File: src/rtl/epcs_pkg.sv
// EPCS responder shared definitions.
// Opcodes, FSM states and small helpers.
package epcs_pkg;

  localparam logic [7:0] OP_READ      = 8'h03;
  localparam logic [7:0] OP_FAST_READ = 8'h0B;
  localparam logic [7:0] OP_RDSR      = 8'h05;
  localparam logic [7:0] OP_RDID      = 8'hAB;

  typedef enum logic [3:0] {
    IDLE,
    CMD,
    ADDR,
    FDUMMY,
    DATA,
    STATUS,
    ID_DUMMY,
    ID,
    IGNORE
  } state_t;

  function automatic logic is_tx_state(state_t s);
    return s inside {DATA, STATUS, ID};
  endfunction

endpackage

File: src/rtl/epcs_edge_sync.sv
// EPCS input synchronizer and edge detector.
// Brings dclk/sce/sdo into clk and flags edges.
module epcs_edge_sync #(
  parameter int SYNC_STAGES = 2
) (
  input  logic clk,
  input  logic rst_n,
  input  logic dclk,
  input  logic sce,
  input  logic sdo,
  output logic sce_s,
  output logic sdo_s,
  output logic dclk_rise,
  output logic dclk_fall,
  output logic sce_rise,
  output logic sce_fall
);

  logic [SYNC_STAGES-1:0] dclk_q;
  logic [SYNC_STAGES-1:0] sce_q;
  logic [SYNC_STAGES-1:0] sdo_q;
  logic dclk_s;
  logic dclk_d;
  logic sce_d;

  // Synchronizer chains plus one delay stage for edges.
  always_ff @(posedge clk) begin
    if (!rst_n) begin
      dclk_q <= '0;
      sce_q  <= '0;
      sdo_q  <= '0;
      dclk_d <= 1'b0;
      sce_d  <= 1'b0;
    end else begin
      dclk_q <= {dclk_q[SYNC_STAGES-2:0], dclk};
      sce_q  <= {sce_q[SYNC_STAGES-2:0], sce};
      sdo_q  <= {sdo_q[SYNC_STAGES-2:0], sdo};
      dclk_d <= dclk_q[SYNC_STAGES-1];
      sce_d  <= sce_q[SYNC_STAGES-1];
    end
  end

  assign dclk_s    = dclk_q[SYNC_STAGES-1];
  assign sce_s     = sce_q[SYNC_STAGES-1];
  assign sdo_s     = sdo_q[SYNC_STAGES-1];
  assign dclk_rise = dclk_s & ~dclk_d;
  assign dclk_fall = ~dclk_s & dclk_d;
  assign sce_rise  = sce_s & ~sce_d;
  assign sce_fall  = ~sce_s & sce_d;

endmodule

File: src/rtl/epcs_flash_responder.sv
// EPCS serial-flash responder (READ/RDSR/RDID).
// EPCS_FAST_READ_EN adds FAST_READ (0x0B) support.
module epcs_flash_responder
  import epcs_pkg::*;
#(
  parameter int         ADDR_W      = 24,
  parameter logic [7:0] SILICON_ID  = 8'h14,
  parameter int         SYNC_STAGES = 2
) (
  input  logic              clk,
  input  logic              rst_n,
  input  logic              epcs_dclk,
  input  logic              epcs_sce,
  input  logic              epcs_sdo,
  output logic              epcs_data0,
  output logic              epcs_data0_oe,
  output logic [ADDR_W-1:0] mem_addr,
  output logic              mem_rd,
  input  logic [7:0]        mem_rdata,
  input  logic [7:0]        status_i,
  output logic              busy,
  output logic              cmd_err
);

  logic sce_s;
  logic sdo_s;
  logic dclk_rise;
  logic dclk_fall;
  logic sce_rise;
  logic sce_fall;

  state_t      state;
  state_t      state_n;
  logic [2:0]  bit_cnt;
  logic [1:0]  byte_cnt;
  logic [22:0] rx;
  logic [23:0] addr_n;
  logic [7:0]  op;
  logic [7:0]  tx;
  logic [7:0]  pref;
  logic        oe_q;
  logic        rd_d;
  logic        op_bad;
  logic        byte_done;
  logic        byte_start;
  logic        go_fdummy;

  epcs_edge_sync #(
    .SYNC_STAGES(SYNC_STAGES)
  ) u_sync (
    .clk      (clk),
    .rst_n    (rst_n),
    .dclk     (epcs_dclk),
    .sce      (epcs_sce),
    .sdo      (epcs_sdo),
    .sce_s    (sce_s),
    .sdo_s    (sdo_s),
    .dclk_rise(dclk_rise),
    .dclk_fall(dclk_fall),
    .sce_rise (sce_rise),
    .sce_fall (sce_fall)
  );

  assign addr_n     = {rx, sdo_s};
  assign op         = addr_n[7:0];
  assign byte_done  = dclk_rise & (bit_cnt == 3'd7)
                    & (state != IDLE);
  assign byte_start = dclk_fall & (bit_cnt == 3'd0);

`ifdef EPCS_FAST_READ_EN
  logic fast_q;

  // Remember whether the command was FAST_READ.
  always_ff @(posedge clk) begin
    if (!rst_n) begin
      fast_q <= 1'b0;
    end else if (state == CMD && byte_done) begin
      fast_q <= (op == OP_FAST_READ);
    end
  end

  assign go_fdummy = fast_q;
`else
  assign go_fdummy = 1'b0;
`endif

  // State register.
  always_ff @(posedge clk) begin
    if (!rst_n) state <= IDLE;
    else        state <= state_n;
  end

  // Next state; sce rise aborts from anywhere.
  always_comb begin
    state_n = state;
    op_bad  = 1'b0;
    if (sce_rise) begin
      state_n = IDLE;
    end else begin
      unique case (state)
        IDLE: if (sce_fall) state_n = CMD;
        CMD: if (byte_done) begin
          unique case (1'b1)
            (op == OP_READ):      state_n = ADDR;
`ifdef EPCS_FAST_READ_EN
            (op == OP_FAST_READ): state_n = ADDR;
`endif
            (op == OP_RDSR):      state_n = STATUS;
            (op == OP_RDID):      state_n = ID_DUMMY;
            default: begin
              state_n = IGNORE;
              op_bad  = 1'b1;
            end
          endcase
        end
        ADDR: if (byte_done && byte_cnt == 2'd2)
          state_n = go_fdummy ? FDUMMY : DATA;
        FDUMMY: if (byte_done) state_n = DATA;
        ID_DUMMY: if (byte_done && byte_cnt == 2'd2)
          state_n = ID;
        default: ;
      endcase
    end
  end

  // Bit/byte counting, address capture, memory and shift path.
  always_ff @(posedge clk) begin
    if (!rst_n) begin
      bit_cnt  <= '0;
      byte_cnt <= '0;
      rx       <= '0;
      tx       <= '0;
      pref     <= '0;
      oe_q     <= 1'b0;
      rd_d     <= 1'b0;
      mem_rd   <= 1'b0;
      mem_addr <= '0;
      busy     <= 1'b0;
      cmd_err  <= 1'b0;
    end else begin
      mem_rd  <= 1'b0;
      rd_d    <= mem_rd;
      cmd_err <= op_bad;
      if (rd_d) pref <= mem_rdata;
      if (sce_rise) begin
        busy    <= 1'b0;
        bit_cnt <= '0;
        tx      <= '0;
        oe_q    <= 1'b0;
      end else if (sce_fall) begin
        busy     <= 1'b1;
        byte_cnt <= '0;
        bit_cnt  <= {2'b00, dclk_rise};
        if (dclk_rise) rx <= addr_n[22:0];
      end else if (state != IDLE) begin
        if (dclk_rise) begin
          rx      <= addr_n[22:0];
          bit_cnt <= bit_cnt + 3'd1;
        end
        if (byte_done) begin
          byte_cnt <= (state == CMD) ? 2'd0
                    : byte_cnt + 2'd1;
          if (state == ADDR && byte_cnt == 2'd2) begin
            mem_addr <= addr_n[ADDR_W-1:0];
            mem_rd   <= ~go_fdummy;
          end
          if (state == FDUMMY) mem_rd <= 1'b1;
        end
        if (byte_start && is_tx_state(state)) begin
          oe_q <= 1'b1;
          unique case (state)
            DATA: begin
              tx       <= pref;
              mem_addr <= mem_addr + ADDR_W'(1);
              mem_rd   <= 1'b1;
            end
            STATUS:  tx <= status_i;
            default: tx <= SILICON_ID;
          endcase
        end else if (dclk_fall) begin
          tx <= {tx[6:0], 1'b0};
        end
      end
    end
  end

  // Pad drive; sce high blanks the output immediately.
  always_comb begin
    epcs_data0_oe = oe_q & is_tx_state(state) & ~sce_s;
    epcs_data0    = epcs_data0_oe & tx[7];
  end

endmodule

File: config.mk
export PLATFORM = sky130hd
export DESIGN_NAME = epcs_flash_responder
export DESIGN_NICKNAME = d
export VERILOG_FILES = /design/src/rtl/epcs_pkg.sv /design/src/rtl/epcs_edge_sync.sv /design/src/rtl/epcs_flash_responder.sv
export SDC_FILE = /design/constraint.sdc
export NUM_CORES = 1
export LEC_CHECK = 0
export ABC_AREA = 1
export CORE_MARGIN = 4
export CORE_UTILIZATION = 44
export DETAILED_ROUTE_END_ITERATION = 8
export GPL_TIMING_DRIVEN = 1
export HOLD_SLACK_MARGIN = 0.05
export PLACE_DENSITY = 0.67
export SETUP_SLACK_MARGIN = 0.3
export SYNTH_ARGS = -nofsm -noshare
export SYNTH_HDL_FRONTEND = slang
export SYNTH_SLANG_ARGS = --single-unit
File: constraint.sdc
create_clock -name clk -period 1.6 [get_ports clk]
set_input_delay 0.32 -clock clk [delete_from_list [all_inputs] [get_ports clk]]
set_output_delay 0.32 -clock clk [all_outputs]
set_load 0.02 [all_outputs]
==> results_dict.tcl <==
set metrics [dict create \
    status "finished with violations" \
    failed_checks "negative setup slack" \
    ys_seq_elements 85 \
    fin_skew_ps 13.3 \
    ir_drop_uv 617 \
    drive_above_1_share_pct 37.7 \
    portBuffers 49 \
    crit_path_end "mem_addr[19]" \
    worstReg2RegEnd "mem_addr[19]" \
    min_period_over_period_pct 106 \
    multi_input_area_um2 2980 \
    critPathRequiredTime_ps 1870 \
    synthXorXnorAreaFrac_pct 0.193 \
    dieHeight_um 110 \
    synth_top_family_by_area "simple AND/OR/NAND/NOR gates" \
    crit_arrival_ps 1970 \
    synth.area.mux_share_pct 0 \
    wl_met3_um 1080 \
    core-area_um2 9910 \
    tightest_slew_ps 569 \
    antenna_found_initial 0 \
    syn_nets 718 \
    cts_tree "built" \
    yosysWarnings 0 \
    layout_common_cells "nand2_1, inv_1, nor2_1" \
    critPathLaunchType "flop" \
    die_width_um 110 \
    syn_inst 690 \
    layout_commonest_cell "nand2_1" \
    first_pass_iters 5 \
    cellLeakagePower_uw 0.00297 \
    syn_area_um2 4540 \
    grt_pass1_wl_um 24100 \
    synth_adder_area_share_pct 1.93 \
    viasPerCell 5.46 \
    synth_cell_types 39 \
    globalRouteTotalUtil_pct 25.6 \
    finalSetupTns_ps -2090 \
    route.detailed.drc 0 \
    rsz0062_at_grt "true" \
    grt_max_degree 57 \
    antenna_left 0 \
    highest_layer "met4" \
    nets 855 \
    powerDensity_nw_per_um2 1040 \
    regArea_um2 1750 \
    die_area_um2 12000 \
    synthArstFlopShare_pct 0 \
    rows 36 \
    crit_type "flop to flop" \
    fin_crit_ps 1700 \
    fmax_mhz 589 \
    wl_per_cell_um 16.4 \
    wl_met2_um 7720 \
    post-route-cell-area_um2 6990 \
    vias 5270 \
    synth_compound_area_share_pct 17.4 \
    maxSlewHeadroom_pct 62.0 \
    clock_latency_ps 370 \
    grt_pass1_vias 4981 \
    yosys.area_share.simple_pct 32.2 \
    cp-end-kind "flop" \
    instances_no_fill 965 \
    hold_buffers 0 \
    ys.flop_type "dfxtp_1" \
    wl_met1_um 6660 \
    hold_viol 0 \
    avgSynthCellArea_um2 6.58 \
    critPathLaunch "bit_cnt[1]" \
    whs_ps 415 \
    cts-htree-levels 3 \
    antenna_cells 0 \
    path_max_fanout 6 \
    finalWirelength_um 15900 \
    dpl.hpwl_um 9690 \
    r2r_cells 13 \
    clockBufferDepth 2 \
    clock_sinks 85 \
    dpl.cell_count 903 \
    hold_path_class "flop to flop" \
    setup_violations 44 \
    cap_violations 0 \
    dpl_cell_area_um2 5720 \
    clockRootBuffer "clkbuf_8" \
    drt_iter0_markers 327 \
    rr_startpoint "bit_cnt[1]" \
    syn_to_final_growth_pct 53.9 \
    r2r_slack_ps -100 \
    clk_pin_slew_ps 90 \
    yosysSeqAreaShare_pct 37.5 \
    place.gp.congestion 0.930 \
    fillers 760 \
    finalPower_uw 7270 \
    synth-edff-count 0 \
    pin_count 50 \
    cts-buffers-inserted 9 \
    fin_ws_ps -97.2 \
    gr-total-overflow 0 \
    slew_viol_final 0 \
    start_util_pct 45.8 \
]
[synthesized netlist by cell type, types with 2 or more instances]
cell type,n,area (um2)
a211oi_1,2,15.0
a21oi_1,62,310
a31oi_1,4,25.0
buf_1,2,7.51
buf_2,11,55.1
buf_4,2,15.0
clkbuf_1,5,18.8
clkinv_1,2,7.51
dfxtp_1,85,1700
ha_1,7,87.6
inv_1,93,349
inv_2,6,22.5
nand2_1,150,563
nand2_2,4,25.0
nand2_4,3,33.8
nand3_1,48,240
nand4_1,11,68.8
nor2_1,95,357
nor2_2,3,18.8
nor2_4,3,33.8
nor3_1,11,55.1
nor4_1,2,12.5
o211ai_1,4,30.0
o21ai_0,52,260
o21bai_1,3,22.5
o21bai_2,6,67.6
o221ai_1,2,17.5
[worst min path at each step]
| stage | startpoint | to | cells past startpoint |
|---|---|---|---|
| 3_5_place_dp | u_sync.sce_q[0] | u_sync.sce_q[1] | 2 |
| 2_1_floorplan | u_sync.sce_q[0] | u_sync.sce_q[1] | 2 |
| 6_report | u_sync.sce_q[0] | u_sync.sce_q[1] | 2 |
| 4_1_cts | u_sync.sce_q[0] | u_sync.sce_q[1] | 2 |
| 5_1_grt | u_sync.sce_q[0] | u_sync.sce_q[1] | 2 |
| 3_3_place_gp | u_sync.dclk_q[0] | u_sync.dclk_q[1] | 2 |
[worst max-delay path: stages (launching register included)]
cell and delay (ps):
dfxtp_4 360, inv_2 70, ha_4 130, nand4_1 220, nor2_4 200, buf_6 120
buf_12 120, nand2_1 50, nand2_1 50, inv_1 40, nand3_2 70, nand2_1 60
nand2_1 50, nor2_1 50
[routing by layer]
layer	up-vias	track usage, %
li1	2515	-
met1	2499	32.6
met2	216	42.2
met3	40	4.70
met4	0	11.2
met5	-	0
[registers in the layout, summed over array words and instances, names as in the netlist, 2 cells and up]
| signal | flops |
|---|---|
| u_sync.sce_q | 2 |
| mem_addr | 24 |
| rx | 23 |
| pref | 8 |
| u_sync.sdo_q | 2 |
| byte_cnt | 2 |
| bit_cnt | 3 |
| u_sync.dclk_q | 2 |
| tx | 8 |
| state | 4 |
[metrics by stage]
stage / setup WS, ps / utilization [%]
global placement: -88.3 / 57.7
detailed placement: -104 / 57.7
finish: -97.2 / 70.6
global route: -168 / 70.6
CTS: -15.6 / 66.0
floorplan: 168 / -
[final cells by class]
type,count,area share [%]
clock buffer,12,2.36
clock inverter,4,0.787
inverter,101,5.82
multi-input combinational,484,42.6
sequential,85,25.1
tap,133,2.38
timing repair buffer,146,21.0
[what timing repair did]
item                                    4_1_cts  5_1_grt
setup buffers                                22       12
cloned                                        9        3
gates resized for setup                     202       93
pin swaps                                    15       34
endpoints found under the setup margin       97       73
[power breakdown]
group | internal (uW) | leakage (uW) | switching (uW) | total (uW)
clock network | 856 | 0.000109 | 839 | 1690
logic | 1350 | 0.00216 | 1840 | 3190
registers | 2260 | 0.000704 | 120 | 2380
[kinds of logic after synthesis]
kind of cell    Yosys count
fa+ha+maj                 7
buf+inv                 123
flops                    85
compound gates          140
xor+xnor                  1
simple gates            334
Power figures use the tool's default switching activity.
